**src/rtl/jogo_pkg.sv**
```systemverilog
// Shared widths, button encodings and the fixed move sequence for the memory game datapath.
package jogo_pkg;

   localparam int unsigned N_ADDR    = 4;
   localparam int unsigned N_DADO    = 4;
   localparam int unsigned ROM_DEPTH = 2 ** N_ADDR;

   typedef logic [N_DADO-1:0] jogada_t;

   localparam jogada_t BOTAO0 = 4'b0001;
   localparam jogada_t BOTAO1 = 4'b0010;
   localparam jogada_t BOTAO2 = 4'b0100;
   localparam jogada_t BOTAO3 = 4'b1000;

   // Sequence the player must reproduce, one one-hot move per address.
   localparam jogada_t ROM_SEQ [0:ROM_DEPTH-1] = '{
      BOTAO0, BOTAO1, BOTAO2, BOTAO3,
      BOTAO2, BOTAO1, BOTAO0, BOTAO0,
      BOTAO1, BOTAO1, BOTAO2, BOTAO2,
      BOTAO3, BOTAO3, BOTAO0, BOTAO2
   };

endpackage

```
**src/rtl/jogo_fluxo_dados_if.sv**
```systemverilog
// Command/status/debug bundle between the game control unit and its datapath.
interface jogo_fluxo_dados_if #(
   parameter int unsigned N_ADDR = jogo_pkg::N_ADDR,
   parameter int unsigned N_DADO = jogo_pkg::N_DADO
);
   logic              zeraC;
   logic              contaC;
   logic              zeraR;
   logic              registraR;
   logic [N_DADO-1:0] botoes;
   logic              jogada_feita;
   logic              igual;
   logic              fim;
   logic [N_ADDR-1:0] db_contagem;
   logic [N_DADO-1:0] db_memoria;
   logic [N_DADO-1:0] db_jogada;
   logic              db_tem_jogada;

   modport master (
      output zeraC, contaC, zeraR, registraR, botoes,
      input  jogada_feita, igual, fim,
             db_contagem, db_memoria, db_jogada, db_tem_jogada
   );

   modport slave (
      input  zeraC, contaC, zeraR, registraR, botoes,
      output jogada_feita, igual, fim,
             db_contagem, db_memoria, db_jogada, db_tem_jogada
   );
endinterface

```
**src/rtl/jogo_fluxo_dados_detector_borda.sv**
```systemverilog
// Single-bit rising-edge detector; pulse lasts from the rise until the next clock edge.
module detector_borda (
   input  logic clock,
   input  logic reset,
   input  logic sinal_i,
   output logic borda_o
);

   logic d_q;

   always_ff @(posedge clock or posedge reset) begin
      if (reset) d_q <= 1'b0;
      else       d_q <= sinal_i;
   end

   assign borda_o = sinal_i & ~d_q;

endmodule

```
**src/rtl/jogo_fluxo_dados.sv**
```systemverilog
// Memory game datapath: address counter, sequence ROM, move register, comparator, press detector.
module jogo_fluxo_dados #(
   parameter int unsigned N_ADDR = jogo_pkg::N_ADDR,
   parameter int unsigned N_DADO = jogo_pkg::N_DADO
) (
   input  logic              clock,
   input  logic              reset,
   jogo_fluxo_dados_if.slave dp
);
   import jogo_pkg::*;

   logic [N_ADDR-1:0] cont_q, cont_d;
   logic [N_DADO-1:0] jog_q, jog_d;
   logic [N_DADO-1:0] mem_c;
   logic              tem_c;

   // Counter: clear wins over count; wraps naturally at the top address.
   always_comb begin
      cont_d = cont_q;
      if (dp.zeraC)       cont_d = '0;
      else if (dp.contaC) cont_d = cont_q + N_ADDR'(1);
   end

   // Move register: clear wins over load; multi-button values stored as-is.
   always_comb begin
      jog_d = jog_q;
      if (dp.zeraR)          jog_d = '0;
      else if (dp.registraR) jog_d = dp.botoes;
   end

   always_ff @(posedge clock or posedge reset) begin
      if (reset) begin
         cont_q <= '0;
         jog_q  <= '0;
      end else begin
         cont_q <= cont_d;
         jog_q  <= jog_d;
      end
   end

   assign mem_c = N_DADO'(ROM_SEQ[cont_q]);
   assign tem_c = |dp.botoes;

   detector_borda u_borda (
      .clock   (clock),
      .reset   (reset),
      .sinal_i (tem_c),
      .borda_o (dp.jogada_feita)
   );

   assign dp.igual         = (mem_c == jog_q);
   assign dp.fim           = (cont_q == {N_ADDR{1'b1}});
   assign dp.db_contagem   = cont_q;
   assign dp.db_memoria    = mem_c;
   assign dp.db_jogada     = jog_q;
   assign dp.db_tem_jogada = tem_c;

endmodule
```
**src/flat_wrapper.sv**
```systemverilog
// flat-port wrapper written by rule: the top's interface ports become plain ports
module jogo_fluxo_dados_flat import jogo_pkg::*;
#(
   parameter int unsigned N_ADDR = jogo_pkg::N_ADDR,
   parameter int unsigned N_DADO = jogo_pkg::N_DADO
)
  (clock, reset, dp_zeraC, dp_contaC, dp_zeraR, dp_registraR, dp_botoes, dp_jogada_feita, dp_igual, dp_fim, dp_db_contagem, dp_db_memoria, dp_db_jogada, dp_db_tem_jogada);
  jogo_fluxo_dados_if #(.N_ADDR(N_ADDR), .N_DADO(N_DADO)) dp_i ();
  input  logic clock;
  input  logic reset;
  input wire logic [$bits(dp_i.zeraC)-1:0] dp_zeraC;
  input wire logic [$bits(dp_i.contaC)-1:0] dp_contaC;
  input wire logic [$bits(dp_i.zeraR)-1:0] dp_zeraR;
  input wire logic [$bits(dp_i.registraR)-1:0] dp_registraR;
  input wire logic [$bits(dp_i.botoes)-1:0] dp_botoes;
  output wire logic [$bits(dp_i.jogada_feita)-1:0] dp_jogada_feita;
  output wire logic [$bits(dp_i.igual)-1:0] dp_igual;
  output wire logic [$bits(dp_i.fim)-1:0] dp_fim;
  output wire logic [$bits(dp_i.db_contagem)-1:0] dp_db_contagem;
  output wire logic [$bits(dp_i.db_memoria)-1:0] dp_db_memoria;
  output wire logic [$bits(dp_i.db_jogada)-1:0] dp_db_jogada;
  output wire logic [$bits(dp_i.db_tem_jogada)-1:0] dp_db_tem_jogada;
  assign dp_i.zeraC = dp_zeraC;
  assign dp_i.contaC = dp_contaC;
  assign dp_i.zeraR = dp_zeraR;
  assign dp_i.registraR = dp_registraR;
  assign dp_i.botoes = dp_botoes;
  assign dp_jogada_feita = dp_i.jogada_feita;
  assign dp_igual = dp_i.igual;
  assign dp_fim = dp_i.fim;
  assign dp_db_contagem = dp_i.db_contagem;
  assign dp_db_memoria = dp_i.db_memoria;
  assign dp_db_jogada = dp_i.db_jogada;
  assign dp_db_tem_jogada = dp_i.db_tem_jogada;
  jogo_fluxo_dados #(.N_ADDR(N_ADDR), .N_DADO(N_DADO)) u_core (.clock(clock), .reset(reset), .dp(dp_i));
endmodule
```
**config.mk**
```make
export PLATFORM = sky130hd
export DESIGN_NAME = jogo_fluxo_dados_flat
export DESIGN_NICKNAME = d
export VERILOG_FILES = /design/src/rtl/jogo_pkg.sv /design/src/rtl/jogo_fluxo_dados_if.sv /design/src/rtl/jogo_fluxo_dados_detector_borda.sv /design/src/rtl/jogo_fluxo_dados.sv /design/src/flat_wrapper.sv
export SDC_FILE = /design/constraint.sdc
export NUM_CORES = 1
export LEC_CHECK = 0
export BUFFER_PORTS_ARGS = -buffer_cell sky130_fd_sc_hd__buf_2
export CORE_MARGIN = 2
export CORE_UTILIZATION = 33
export DETAILED_ROUTE_END_ITERATION = 16
export MAX_ROUTING_LAYER = met4
export PLACE_DENSITY_LB_ADDON = 0.25
export SLEW_MARGIN = 0
export SYNTH_ARGS = -nofsm -noshare
export SYNTH_HDL_FRONTEND = slang
export SYNTH_SLANG_ARGS = --single-unit
```
**constraint.sdc**
```tcl
create_clock -name clock -period 1.9 [get_ports clock]
set_clock_uncertainty 0.2 [all_clocks]
set_input_delay 0.19 -clock clock [delete_from_list [all_inputs] [get_ports clock]]
set_output_delay 0.19 -clock clock [all_outputs]
set_load 0.05 [all_outputs]
```
==> out/summary.txt <==
=====================================================================================================
Worst EP arrival                                                                              1.99 ns
Combinational family with the most area after synthesis                                  simple AND/OR/NAND/NOR gates
Per-instance average area after synthesis                                                    10.2 um2
Setup repair after global routing missed its margin                                              true
Mapped Nets                                                                                        75
Final setup TNS                                                                              -1.27 ns
Final HPWL DP                                                                                 1170 um
RR Endpoint                                                                              u_core.dp.db_jogada[0]
GRT Overall Usage                                                                               16.7%
Portion of netlist area occupied by mux cells                                                   15.3%
H-tree lvl count                                                                                    1
Total instance count after detailed placement                                                     118
Share of the synthesized netlist area taken by xor and xnor gates                               8.55%
Cell variety after synth                                                                           25
Final Power                                                                                  0.701 mW
Kind of end point of the critical path                                                    output port
Cell internal power dissipation                                                              0.430 mW
Total of warnings raised by yosys                                                                   0
Post-DR vias/cell                                                                                4.57
Post-layout utilization of the core                                                             65.1%
Area of the die                                                                           0.00222 mm2
Routability-driven placement congestion ratio                                                   0.726
Clock sink count                                                                                    9
Fin crit share                                                                                   125%
Number of max-slew violations in the final report                                                   0
Failing checks                                                                           negative hold slack, negative setup slack
Routed vias                                                                                       603
CP Launch Type                                                                                   flop
Fraction of final layout cells with drive strength greater than 1                               59.8%
Maximum number of pins on one net before global-route repair                                       10
Number of antenna violations at the first check in global routing                                   0
Peak supply drop                                                                             0.571 mV
Async S/R FF share, synth                                                                        100%
Met3 wire length                                                                                80 um
Post-synthesis instance area                                                                  614 um2
Synthesis-stage register bit count                                                                  9
Startpoint of the worst hold path                                                        dp_botoes[1]
Area Overhead vs Synth                                                                          84.9%
Worst R2R Setup Slack                                                                         0.41 ns
First-pass GRT wire length                                                                    2430 um
Number of iterations in the first detailed-routing pass                                             4
Logic pwr share                                                                                 47.5%
Most used DFF post-synth                                                                      dfrtp_1
Worst reg2reg startpoint                                                                 u_core.dp.db_jogada[0]
Final number of hold-violating endpoints                                                            1
Average routed wire per standard cell                                                         11.8 um
Die width                                                                                     47.1 um
# setup viols final                                                                                 5
Highest clock frequency the design can meet                                                   421 MHz
Remaining routing DRC violations                                                                    0
Num rows                                                                                           15
Maximum buffer depth of the clock tree                                                              2
Uppermost layer routed                                                                           met3
Leakage power                                                                                0.521 nW
Fraction of power spent switching nets                                                          38.6%
Simple logic cell fraction of the synthesized area                                              15.9%
Number of input and output port buffers inserted                                                   25
Remaining global-route overflow                                                                     0
Number of cells on the worst reg-to-reg path                                                        3
Clock tree from TritonCTS                                                                         yes
Number of instances in the synthesized netlist                                                     60
Maximum capacitance violations                                                                      0
Sequential area share after synthesis                                                           36.7%
Max incr delay on CP                                                                          0.53 ns
I/O pin total                                                                                      26
Root buffer cell                                                                             clkbuf_4
TritonCTS buffer count                                                                              3
Initial Utilization                                                                             35.2%
Antenna Nets Post-Route                                                                             0
Setup slack of the critical path after layout                                               -0.477 ns
Register clock-pin slew on the reported worst setup and hold paths                            0.06 ns
Met2 layer wire length in the routed design                                                    895 um
Drt initial violations                                                                              4
Final Hold Slack                                                                          -0.00321 ns
Post-synthesis share of cell area spent on full adders, half adders and majority gates          10.2%
Number of antenna cells inserted                                                                    0
CP max-delay cell                                                                             dfrtp_4
Clock power share                                                                               21.0%
Compound-cell area share of the yosys netlist                                                   7.13%
Via count of the first global-routing pass                                                        565
Ordered list of cells on the worst path                                                  ha_4 -> mux4_2 -> xor2_2 -> nor4_4 -> buf_6
Run status                                                                               finished with violations
Path category of the worst min-delay check                                                  in -> reg
Count of placed standard cells in the final layout, fillers left out                              132
Met1 Wirelength                                                                                582 um
Transition time at the pin with the least slew margin                                        0.411 ns
Core box area                                                                             0.00175 mm2
Sequential Power Share                                                                          31.6%
Crit path required time                                                                       1.51 ns
Slew HR                                                                                         72.4%
Die height                                                                                    47.1 um
Worst Path Class, Setup                                                                    reg -> out
Switching power summed over all nets                                                         0.270 mW
Number of synthesized flops with an enable pin                                                      0
Clock period minus final worst setup slack                                                    2.38 ns
Sum of routed wire length over all layers                                                     1560 um
Worst Hold Path Cells                                                                               3
Capture endpoint of the worst hold path                                                  u_core.dp.db_jogada[1]
Largest fanout of any net on the critical path                                                      5
Power per Cell Area                                                                        617 mW/mm2
Final #Nets                                                                                       123
Clock latency at the later pin of the worst-skew pair                                         0.26 ns
=====================================================================================================
==> cell type report <==
| class | count | area (um2) |
|---|---|---|
| well taps | 25 | 31.3 |
| inverters | 5 | 21.3 |
| fillers | 151 | 609 |
| clock buffers | 4 | 26.3 |
| multi-input cells | 43 | 464 |
| repair buffers | 46 | 362 |
| flip-flops and latches | 9 | 231 |
==> kinds of logic (layout without fill, tap and decap cells) <==
group           after synthesis  count (layout)
fa+ha+maj                     5               5
flops                         9               9
mux                           8               8
xor+xnor                      6               6
buf+inv                       8              55
compound gates                6               6
simple gates                 18              18
==> layout by cell type, fill, tap and decap left out, types with 2 or more instances in the layout <==
| cell type | n |
|---|---|
| nor2_1 | 10 |
| buf_6 | 5 |
| buf_2 | 19 |
| inv_1 | 3 |
| mux2i_1 | 6 |
| xor2_2 | 2 |
| dfrtp_1 | 6 |
| buf_4 | 12 |
| dlygate4sd3_1 | 6 |
| ha_4 | 4 |
| dfrtp_2 | 2 |
| clkbuf_4 | 3 |
| xnor2_1 | 3 |
| buf_8 | 4 |
==> Yosys cell counts (2+ instances only) <==
| cell type | count | area, um2 |
|---|---|---|
| dfrtp_1 | 9 | 225 |
| mux2i_1 | 6 | 60.1 |
| inv_1 | 5 | 18.8 |
| ha_1 | 5 | 62.6 |
| xor2_1 | 3 | 26.3 |
| nor2b_1 | 2 | 12.5 |
| nor2_1 | 10 | 37.5 |
| xnor2_1 | 3 | 26.3 |
==> flip-flops by register name, summed over array words and instances (netlist names) <==
register,cells
u_core.dp.db_contagem,4
u_core.dp.db_jogada,4
u_core.u_borda.d_q,1
==> worst max-delay path by stage <==
stage                           to  depth (start not counted)  slack, ns                     start
after floorplan           dp_igual                          4      -0.73  u_core.dp.db_contagem[1]
after global placement    dp_igual                          5      -0.28  u_core.dp.db_contagem[1]
after detailed placement  dp_igual                          5      -0.31  u_core.dp.db_contagem[1]
after CTS                 dp_igual                          7      -0.48  u_core.dp.db_contagem[1]
after global routing      dp_igual                          7      -0.53  u_core.dp.db_contagem[1]
final                     dp_igual                          5      -0.48  u_core.dp.db_contagem[1]
==> what timing repair did <==
| item | CTS | global route |
|---|---|---|
| hold buffers | 6 | 0 |
| endpoints found under the hold margin | 18 | 0 |
| setup endpoints to repair | 5 | 6 |
| pin swaps | 1 | 0 |
| gates resized for setup | 24 | 8 |
| setup buffers | 4 | 0 |
==> power by group through the flow <==
stage | Sequential [mW] | Clock, mW | Combinational, mW
after floorplan | 0.260 | 0 | 0.151
after global placement | 0.221 | 0 | 0.263
after detailed placement | 0.222 | 0 | 0.266
after CTS | 0.221 | 0.149 | 0.327
after global routing | 0.224 | 0.163 | 0.355
final | 0.221 | 0.147 | 0.333
==> critical path: cells and delay by family (launching register included) <==
kind                       cells  cell delay (ns)
xor gates and xnor gates       1             0.18
adders and majority gates      1             0.18
DFF                            1             0.53
buffers and inverters          1             0.19
muxes                          1             0.52
and+or+nand+nor                1             0.14
==> metrics by stage <==
step	worst slack, ns	cell area [um2]
final	-0.477	1140
after global routing	-0.534	1140
after CTS	-0.478	1100
after detailed placement	-0.310	875
after global placement	-0.284	875
after floorplan	-0.730	656
==> per-layer routing <==
metal | vias to the layer above | global-route usage (%)
li1 | 299 | -
met1 | 285 | 18.1
met2 | 19 | 30.1
met3 | 0 | 5.77
met4 | 0 | 1.67
met5 | - | -
Power figures use the tool's default switching activity.
